### src/rtl/ps2_keyboard.sv
// PS/2 host-side keyboard receiver. Deserialises 11-bit keyboard frames,
// drops break (release) sequences, and queues make scan codes in a small FIFO
// that the memory subsystem pops one entry per clean_key_buffer rising edge.
module ps2_keyboard #(
    parameter int FIFO_DEPTH     = 4,
    parameter int TIMEOUT_CYCLES = 24000
) (
    input  logic        CLK,
    input  logic        resetn,
    input  logic        PS2_CLK,
    input  logic        PS2_DATA,
    input  logic        clean_key_buffer,
    output logic [7:0]  pressed_key,
    output logic        keyboard_valid,
    output logic        frame_error,
    output logic        overflow,
    output logic [31:0] debug
);

    localparam int PTR_W = $clog2(FIFO_DEPTH);
    localparam int CNT_W = PTR_W + 1;
    localparam int TO_W  = $clog2(TIMEOUT_CYCLES);

    localparam logic [TO_W-1:0]  TO_LAST  = TO_W'(TIMEOUT_CYCLES - 1);
    localparam logic [CNT_W-1:0] CNT_FULL = CNT_W'(FIFO_DEPTH);

    typedef enum logic [3:0] {
        ST_IDLE   = 4'd0,
        ST_DATA   = 4'd1,
        ST_PARITY = 4'd2,
        ST_STOP   = 4'd3
    } state_t;

    // Synchronisers and edge detection
    logic ps2_clk_meta, ps2_clk_sync, ps2_clk_prev;
    logic ps2_data_meta, ps2_data_sync;
    logic fall_edge;

    // Frame receiver
    state_t          state, state_next;
    logic [3:0]      bit_cnt, bit_cnt_next;
    logic [7:0]      shift_reg, shift_next;
    logic            parity_bit, parity_next;
    logic [TO_W-1:0] timeout_cnt, timeout_next;
    logic            frame_error_next;
    logic            code_valid, code_valid_next;
    logic [7:0]      code_reg, code_next;

    // Decode
    logic       break_pending, break_pending_next;
    logic [7:0] last_code, last_code_next;
    logic       push_req;

    // FIFO
    logic [7:0]       fifo_mem [FIFO_DEPTH];
    logic [PTR_W-1:0] wr_ptr, rd_ptr;
    logic [CNT_W-1:0] fifo_count;
    logic             clean_prev;
    logic             pop_req, pop_ok, push_ok, push_drop;

    // Two-flop synchronisers on both PS/2 pins plus a delayed clock copy for edge detect; idle-high after reset
    always_ff @(posedge CLK or negedge resetn) begin
        if (!resetn) begin
            ps2_clk_meta  <= 1'b1;
            ps2_clk_sync  <= 1'b1;
            ps2_clk_prev  <= 1'b1;
            ps2_data_meta <= 1'b1;
            ps2_data_sync <= 1'b1;
        end else begin
            ps2_clk_meta  <= PS2_CLK;
            ps2_clk_sync  <= ps2_clk_meta;
            ps2_clk_prev  <= ps2_clk_sync;
            ps2_data_meta <= PS2_DATA;
            ps2_data_sync <= ps2_data_meta;
        end
    end

    assign fall_edge = ps2_clk_prev & ~ps2_clk_sync;

    // Receiver state register and frame datapath
    always_ff @(posedge CLK or negedge resetn) begin
        if (!resetn) begin
            state       <= ST_IDLE;
            bit_cnt     <= 4'd0;
            shift_reg   <= 8'h00;
            parity_bit  <= 1'b0;
            timeout_cnt <= '0;
            frame_error <= 1'b0;
            code_valid  <= 1'b0;
            code_reg    <= 8'h00;
        end else begin
            state       <= state_next;
            bit_cnt     <= bit_cnt_next;
            shift_reg   <= shift_next;
            parity_bit  <= parity_next;
            timeout_cnt <= timeout_next;
            frame_error <= frame_error_next;
            code_valid  <= code_valid_next;
            code_reg    <= code_next;
        end
    end

    // Receiver next state: advance on each keyboard clock falling edge, otherwise run the stall timeout
    always_comb begin
        state_next       = state;
        bit_cnt_next     = bit_cnt;
        shift_next       = shift_reg;
        parity_next      = parity_bit;
        timeout_next     = timeout_cnt;
        frame_error_next = 1'b0;
        code_valid_next  = 1'b0;
        code_next        = code_reg;

        if (fall_edge) begin
            timeout_next = '0;
            case (state)
                ST_IDLE: begin
                    if (!ps2_data_sync) begin
                        state_next   = ST_DATA;
                        bit_cnt_next = 4'd0;
                    end
                end
                ST_DATA: begin
                    shift_next   = {ps2_data_sync, shift_reg[7:1]};
                    bit_cnt_next = bit_cnt + 4'd1;
                    if (bit_cnt == 4'd7) begin
                        state_next = ST_PARITY;
                    end
                end
                ST_PARITY: begin
                    parity_next = ps2_data_sync;
                    state_next  = ST_STOP;
                end
                ST_STOP: begin
                    state_next = ST_IDLE;
                    if (ps2_data_sync && (^{shift_reg, parity_bit})) begin
                        code_valid_next = 1'b1;
                        code_next       = shift_reg;
                    end else begin
                        frame_error_next = 1'b1;
                    end
                end
                default: begin
                    state_next = ST_IDLE;
                end
            endcase
        end else if (state == ST_IDLE) begin
            timeout_next = '0;
        end else if (timeout_cnt == TO_LAST) begin
            state_next       = ST_IDLE;
            timeout_next     = '0;
            bit_cnt_next     = 4'd0;
            shift_next       = 8'h00;
            frame_error_next = 1'b1;
        end else begin
            timeout_next = timeout_cnt + 1'b1;
        end
    end

    // Decode register: break prefix tracking and the last code queued
    always_ff @(posedge CLK or negedge resetn) begin
        if (!resetn) begin
            break_pending <= 1'b0;
            last_code     <= 8'h00;
        end else begin
            break_pending <= break_pending_next;
            last_code     <= last_code_next;
        end
    end

    // Decode a completed code: F0 arms break, E0 is ignored, the code after F0 is swallowed, the rest are pushed
    always_comb begin
        break_pending_next = break_pending;
        last_code_next     = last_code;
        push_req           = 1'b0;

        if (code_valid) begin
            if (code_reg == 8'hF0) begin
                break_pending_next = 1'b1;
            end else if (code_reg == 8'hE0) begin
                break_pending_next = break_pending;
            end else if (break_pending) begin
                break_pending_next = 1'b0;
            end else begin
                push_req       = 1'b1;
                last_code_next = code_reg;
            end
        end
    end

    // Push/pop qualification; a pop on a full FIFO frees the slot a same-cycle push needs
    always_comb begin
        pop_req   = clean_key_buffer & ~clean_prev;
        pop_ok    = pop_req && (fifo_count != '0);
        push_ok   = push_req && ((fifo_count != CNT_FULL) || pop_ok);
        push_drop = push_req && !push_ok;
    end

    // FIFO storage, pointers, occupancy, pop edge detect and sticky overflow
    always_ff @(posedge CLK or negedge resetn) begin
        if (!resetn) begin
            for (int i = 0; i < FIFO_DEPTH; i++) begin
                fifo_mem[i] <= 8'h00;
            end
            wr_ptr     <= '0;
            rd_ptr     <= '0;
            fifo_count <= '0;
            clean_prev <= 1'b0;
            overflow   <= 1'b0;
        end else begin
            clean_prev <= clean_key_buffer;
            if (push_ok) begin
                fifo_mem[wr_ptr] <= code_reg;
                wr_ptr           <= wr_ptr + 1'b1;
            end
            if (pop_ok) begin
                rd_ptr <= rd_ptr + 1'b1;
            end
            if (push_ok && !pop_ok) begin
                fifo_count <= fifo_count + 1'b1;
            end else if (pop_ok && !push_ok) begin
                fifo_count <= fifo_count - 1'b1;
            end
            if (push_drop) begin
                overflow <= 1'b1;
            end
        end
    end

    assign keyboard_valid = (fifo_count != '0);
    assign pressed_key    = keyboard_valid ? fifo_mem[rd_ptr] : 8'h00;
    assign debug          = {8'(fifo_count), 4'(state), bit_cnt, last_code, 7'b0, break_pending};

endmodule

### config.mk
export PLATFORM = sky130hd
export DESIGN_NAME = ps2_keyboard
export DESIGN_NICKNAME = d
export VERILOG_FILES = /design/src/rtl/ps2_keyboard.sv
export SDC_FILE = /design/constraint.sdc
export NUM_CORES = 1
export LEC_CHECK = 0
export ABC_AREA = 1
export CORE_UTILIZATION = 60
export CTS_CLUSTER_SIZE = 30
export DETAILED_ROUTE_END_ITERATION = 8
export GPL_TIMING_DRIVEN = 0
export PLACE_DENSITY_LB_ADDON = 0.3
export SYNTH_ARGS = -nofsm -noshare
export SYNTH_HDL_FRONTEND = slang
export SYNTH_SLANG_ARGS = --single-unit
### constraint.sdc
create_clock -name CLK -period 4.2 [get_ports CLK]
set_input_delay 0.84 -clock CLK [delete_from_list [all_inputs] [get_ports CLK]]
set_output_delay 0.84 -clock CLK [all_outputs]
set_load 0.1 [all_outputs]
# Word-level counts from Yosys, hierarchy flattened
# Index checks and enable logic that the tools add are counted.
# W data, S select, Z words.
# op_classes
div	0
n_addsub	6
n_reduce_logical	22
muxes	39
eq_ne	14
multipliers	0
magnitude_cmp	3
bitwise	9
shift	0
# ops
operator	count
$mux W8	8
$mux W15	3
$bwmux W32	1
$mux W4	7
$bmux W8 S2	1
$demux W8 S2	1
$eq A8 B8 Y1 const B	2
$add A15 B1 Y15 const B	1
$eq A15 B15 Y1 const B	1
$mux W1	14
$pmux W4 S3	1
$reduce_and A4 Y1	3
$reduce_xor A9 Y1	1
$eq A4 B2 Y1 const B	2
$pmux W4 S2	1
$logic_and A1 B1 Y1	7
$ge A3 B3 Y1 const B	2
$mux W3	2
$ne A2 B2 Y1 const B	3
$ne A3 B3 Y1 const B	2
$not A2 Y3	2
$reduce_and A3 Y1	2
$not A1 Y1	5
$add A2 B1 Y2 const B	2
15 further kinds	19
# totals
inputBits	5
memories	0
mem_bits_rw	0
latch_bits	0
ff_bits	97
romBits	0

# Depth between registers and ports, before layout
# depth
word_depth	9
depth_mapped	14

# Least setup slack after synthesis
# No wires, ideal clock.
# synth_timing
kind	register to output
startpoint	register fifo_count[0]
endpoint	output pressed_key[0]
arrival_time_ps	2722
setup_slack_ps	638
required_time_ps	3360
path_stages_with_launch	3
path_cell_list	dfrtp_1 nor3_2 a21oi_1
# synth_between
elab_chain_cells	2
# synth_rtl
element	line_no	rtl
from (decl)	57	logic [CNT_W-1:0] fifo_count;
from (signal assigned)	220	fifo_count <= fifo_count + 1'b1;
from (signal assigned)	222	fifo_count <= fifo_count - 1'b1;
$reduce_bool A3 Y1	230	assign keyboard_valid = (fifo_count != '0);
$mux W8	231	assign pressed_key = keyboard_valid ? fifo_mem[rd_ptr] : 8'h00;
to (decl)	13	output logic [7:0] pressed_key,
# No other way between the ends.

# Worst setup path after layout
# layout_timing
startpoint	register rd_ptr[0]
endpoint	output pressed_key[2]
# layout_between
elab_chain_cells	5
# layout_rtl
element	line_no	rtl
from (decl)	56	logic [PTR_W-1:0] wr_ptr, rd_ptr;
from (signal assigned)	217	rd_ptr <= rd_ptr + 1'b1;
$not A2 Y3 (not written as such)	231	
$bmux W8 S2	231	
$mux W8 (not written as such) (2 in series)	231	
$mux W8	231	
# No other way between the ends. The select of a mux whose other input is x is not followed.

==> impl_metrics.csv <==
group,metric,value,unit
global_routing,antenna_found_initial,0,
synthesis,synth_common_cells,"nand2_1 (110), dfrtp_1 (90), o21ai_0 (60)",
clocking,htreeDepth,3,
clocking,cts.sinks,95,
clocking,hold_buffers,0,
critical_path,cp_cell_sequence,"buf_2 > buf_1 > nor2_1 > nor2_1 > o21ai_0 > a21oi_1 > clkdlybuf4s50_1",
detailed_routing,met3WireLength,267,um
synthesis,synth_area,4750,um^2
clocking,cts_buffer_depth,2,
cells_and_area,area_growth,16.0,%
critical_path,path_common_cell,"nor2_1",
timing,rsz0062_at_grt,"no",
synthesis,synth.mux.area_fraction,0.237,%
floorplan,ios,48,
detailed_routing,routed.top_layer,"met4",
pwr,peakVddDrop,0.356,mV
timing,drv_slew,0,
cells_and_area,drive_above_1_share,15.6,%
place,dp.cells,675,
global_routing,grt_pass1_vias,3482,
clocking,cts_resized,0,
floorplan,die_w,90.9,um
detailed_routing,wl_met1,4110,um
clocking,clk_latency,0.36,ns
clocking,cts_setup_buffers,0,
synthesis,synth_xor_area_share,1.48,%
synthesis,synth_top_area_share,47.5,%
detailed_routing,wl_met2,4550,um
floorplan,row_count,32,
clocking,path_clk_slew,0.10,ns
place,hpwl,6550,um
synthesis,synth_top_family_by_area,"simple AND/OR/NAND/NOR gates",
detailed_routing,drc,2,
synthesis,synth.largest_area_cell,"dfrtp_1",
timing,fin_worst_skew,0.0110,ns
critical_path,worstPathRequired,3.36,ns
synthesis,yosys.area_share.adder,3.59,%
cells_and_area,top_regs,"fifo_mem: 32 flops, timeout_cnt: 15 flops",
synthesis,synth_compound_area_share,11.8,%
floorplan,core_area,7690,um^2
min_path,hold_path_class,"flop to flop",
critical_path,worstPathArrival,3.01,ns
timing,worst_slew_pin_slew,0.975,ns
place,place.gp.congestion,0.825,
synthesis,synth_most_common_cell,"nand2_1",
pwr,power_density,554,nW/um^2
floorplan,initial_core_util,61.7,%
global_routing,grt_first_pass_wirelength,15600,um
synthesis,synthFlopType,"dfrtp_1",
timing,setup_viol,0,
global_routing,globalRouteOverflowTotal,0,
detailed_routing,drt_iter0_markers,326,
synthesis,synth-edff-count,0,
synthesis,yosysUniqueCellTypes,41,
cells_and_area,antenna_cells,0,
flow_run,drv_cap,0,
critical_path,cp_slowest_stage_delay,1.15,ns
detailed_routing,finalWirelength,9050,um
synthesis,ys_seq_elements,95,
synthesis,yosysSeqAreaShare,50.2,%
timing,fin_tns_setup,0,ns
timing,worst_slew_margin_rel,34.8,%
critical_path,critPathSlowestCell,"clkdlybuf4s50_1",
critical_path,startpoint_type,"flop",
detailed_routing,vias_per_cell,5.25,
run_status,status,"finished with violations",
timing,fmax,0.260,GHz
run_status,violations,"design-rule violations",
detailed_routing,vias,3626,
synthesis,synth-simple-area-share,24.3,%
timing,post-route-period-util,91.7,%
clocking,cts_tree,"built",
pwr,total_power,3050,uW
place,port_buffers,33,
timing,hold_viol,0,
synthesis,synth_area_leaders,"dfrtp_1 (47%), nand2_1 (8.7%), o21ai_0 (6.3%)",
detailed_routing,drtAntennaViolNets,0,
detailed_routing,firstDrtPassIters,6,
cells_and_area,largest_register_ff_count,32,
critical_path,end_kind,"output pin",
synthesis,yosysWarnings,0,
clocking,clock-root-buffer,"clkbuf_8",
critical_path,crit_type,"flop to output pin",
synthesis,syn-instance-count,526,
synthesis,postSynthAreaPerCell,9.02,um^2
clocking,cts_buffers,9,
floorplan,design.die.area,8270,um^2
cells_and_area,regMostFlops,"fifo_mem",
cells_and_area,final-instance-count-excl-fill,691,
cells_and_area,layout.nets,602,
detailed_routing,wl_per_cell,13.1,um
critical_path,crit_fanout,10,
global_routing,grt_max_degree,54,
floorplan,die_y,90.9,um
pwr,p_leak,0.00248,uW
global_routing,track_usage,23.7,%
timing,fin_crit,3.85,ns
synthesis,synth-async-reset-ratio,100,%
cell families (layout without fill, tap and decap cells):
| kind of cell | after synthesis | in the layout |
|---|---|---|
| xor gates and xnor gates | 8 | 8 |
| AOI/OAI and AO/OA | 106 | 106 |
| and+or+nand+nor | 224 | 224 |
| DFF | 95 | 95 |
| other | 1 | 14 |
| adders and majority gates | 13 | 13 |
| muxes | 1 | 1 |
| buffers and inverters | 78 | 128 |
routing by layer:
layer,vias up,GRT usage (%)
met3,11,3.27
met5,-,0
li1,1813,-
met4,0,8.73
met2,64,40.2
met1,1738,31.2
report_power, final:
part / total [uW] / switching (uW) / internal (uW)
Combinational: 1350 / 1040 / 313
Sequential: 1020 / 56.1 / 967
Clock: 675 / 322 / 354
worst paths after layout:
| path | start | end | slack [ns] | cells past startpoint |
|---|---|---|---|---|
| worst max register to register | fifo_count[1] | fifo_count[2] | 1.71 | 9 |
| worst max-delay path | rd_ptr[0] | pressed_key[2] | 0.35 | 7 |
| max in group asynchronous | resetn | break_pending | 3.09 | 2 |
| worst min-delay path | ps2_data_meta | ps2_data_sync | 0.36 | 0 |
| min in group asynchronous | resetn | timeout_cnt[2] | 0.48 | 1 |
| worst min register to register | ps2_data_meta | ps2_data_sync | 0.36 | 0 |
layout make-up:
type | count | area [um^2]
well taps | 102 | 128
flip-flops and latches | 95 | 2380
fillers | 582 | 2180
inverters | 51 | 191
multi-input cells | 366 | 2020
clock buffers | 10 | 138
clock inverters | 6 | 91.3
repair buffers | 34 | 355
plain buffers | 27 | 203
per-stage QoR:
stage                     hold WS, ns  util, %  setup WS, ns  cell area (um^2)
final                           0.362     71.6         0.348              5510
after global routing            0.367     71.6         0.134              5510
after CTS                       0.363     71.6         0.358              5510
after detailed placement        0.350     68.7         0.770              5280
after global placement          0.346     68.3         -1.09              5250
after floorplan                 0.345        -         0.638              4790
placed cells by master (no fill, tap or decap), types with 2 or more instances in the layout:
master / count
xor2_1: 6
nor2_4: 4
xnor2_1: 2
nor3_1: 2
nand4_1: 13
o21ai_0: 60
nand4_4: 4
clkbuf_8: 10
a21oi_1: 23
conb_1: 14
inv_2: 10
nor2_2: 4
o21a_1: 3
buf_6: 5
o21ai_1: 16
o21ai_2: 2
clkdlybuf4s50_1: 32
buf_2: 3
inv_1: 41
dfrtp_1: 90
bufinv_16: 2
nand2_2: 5
nand2_1: 110
buf_4: 17
nand3_4: 2
nand3_2: 6
dfstp_2: 5
clkinvlp_4: 3
ha_1: 12
clkbuf_1: 2
nand3_1: 19
nor2_1: 47
critical path: cells and delay by family (launching register included):
family,cells,cell delay (ns)
AO/OA/AOI/OAI,2,0.34
AND/OR/NAND/NOR,2,0.20
flip-flops,1,0.34
buffers and inverters,3,1.76
Note: power is estimated with default switching activity, not from simulation.
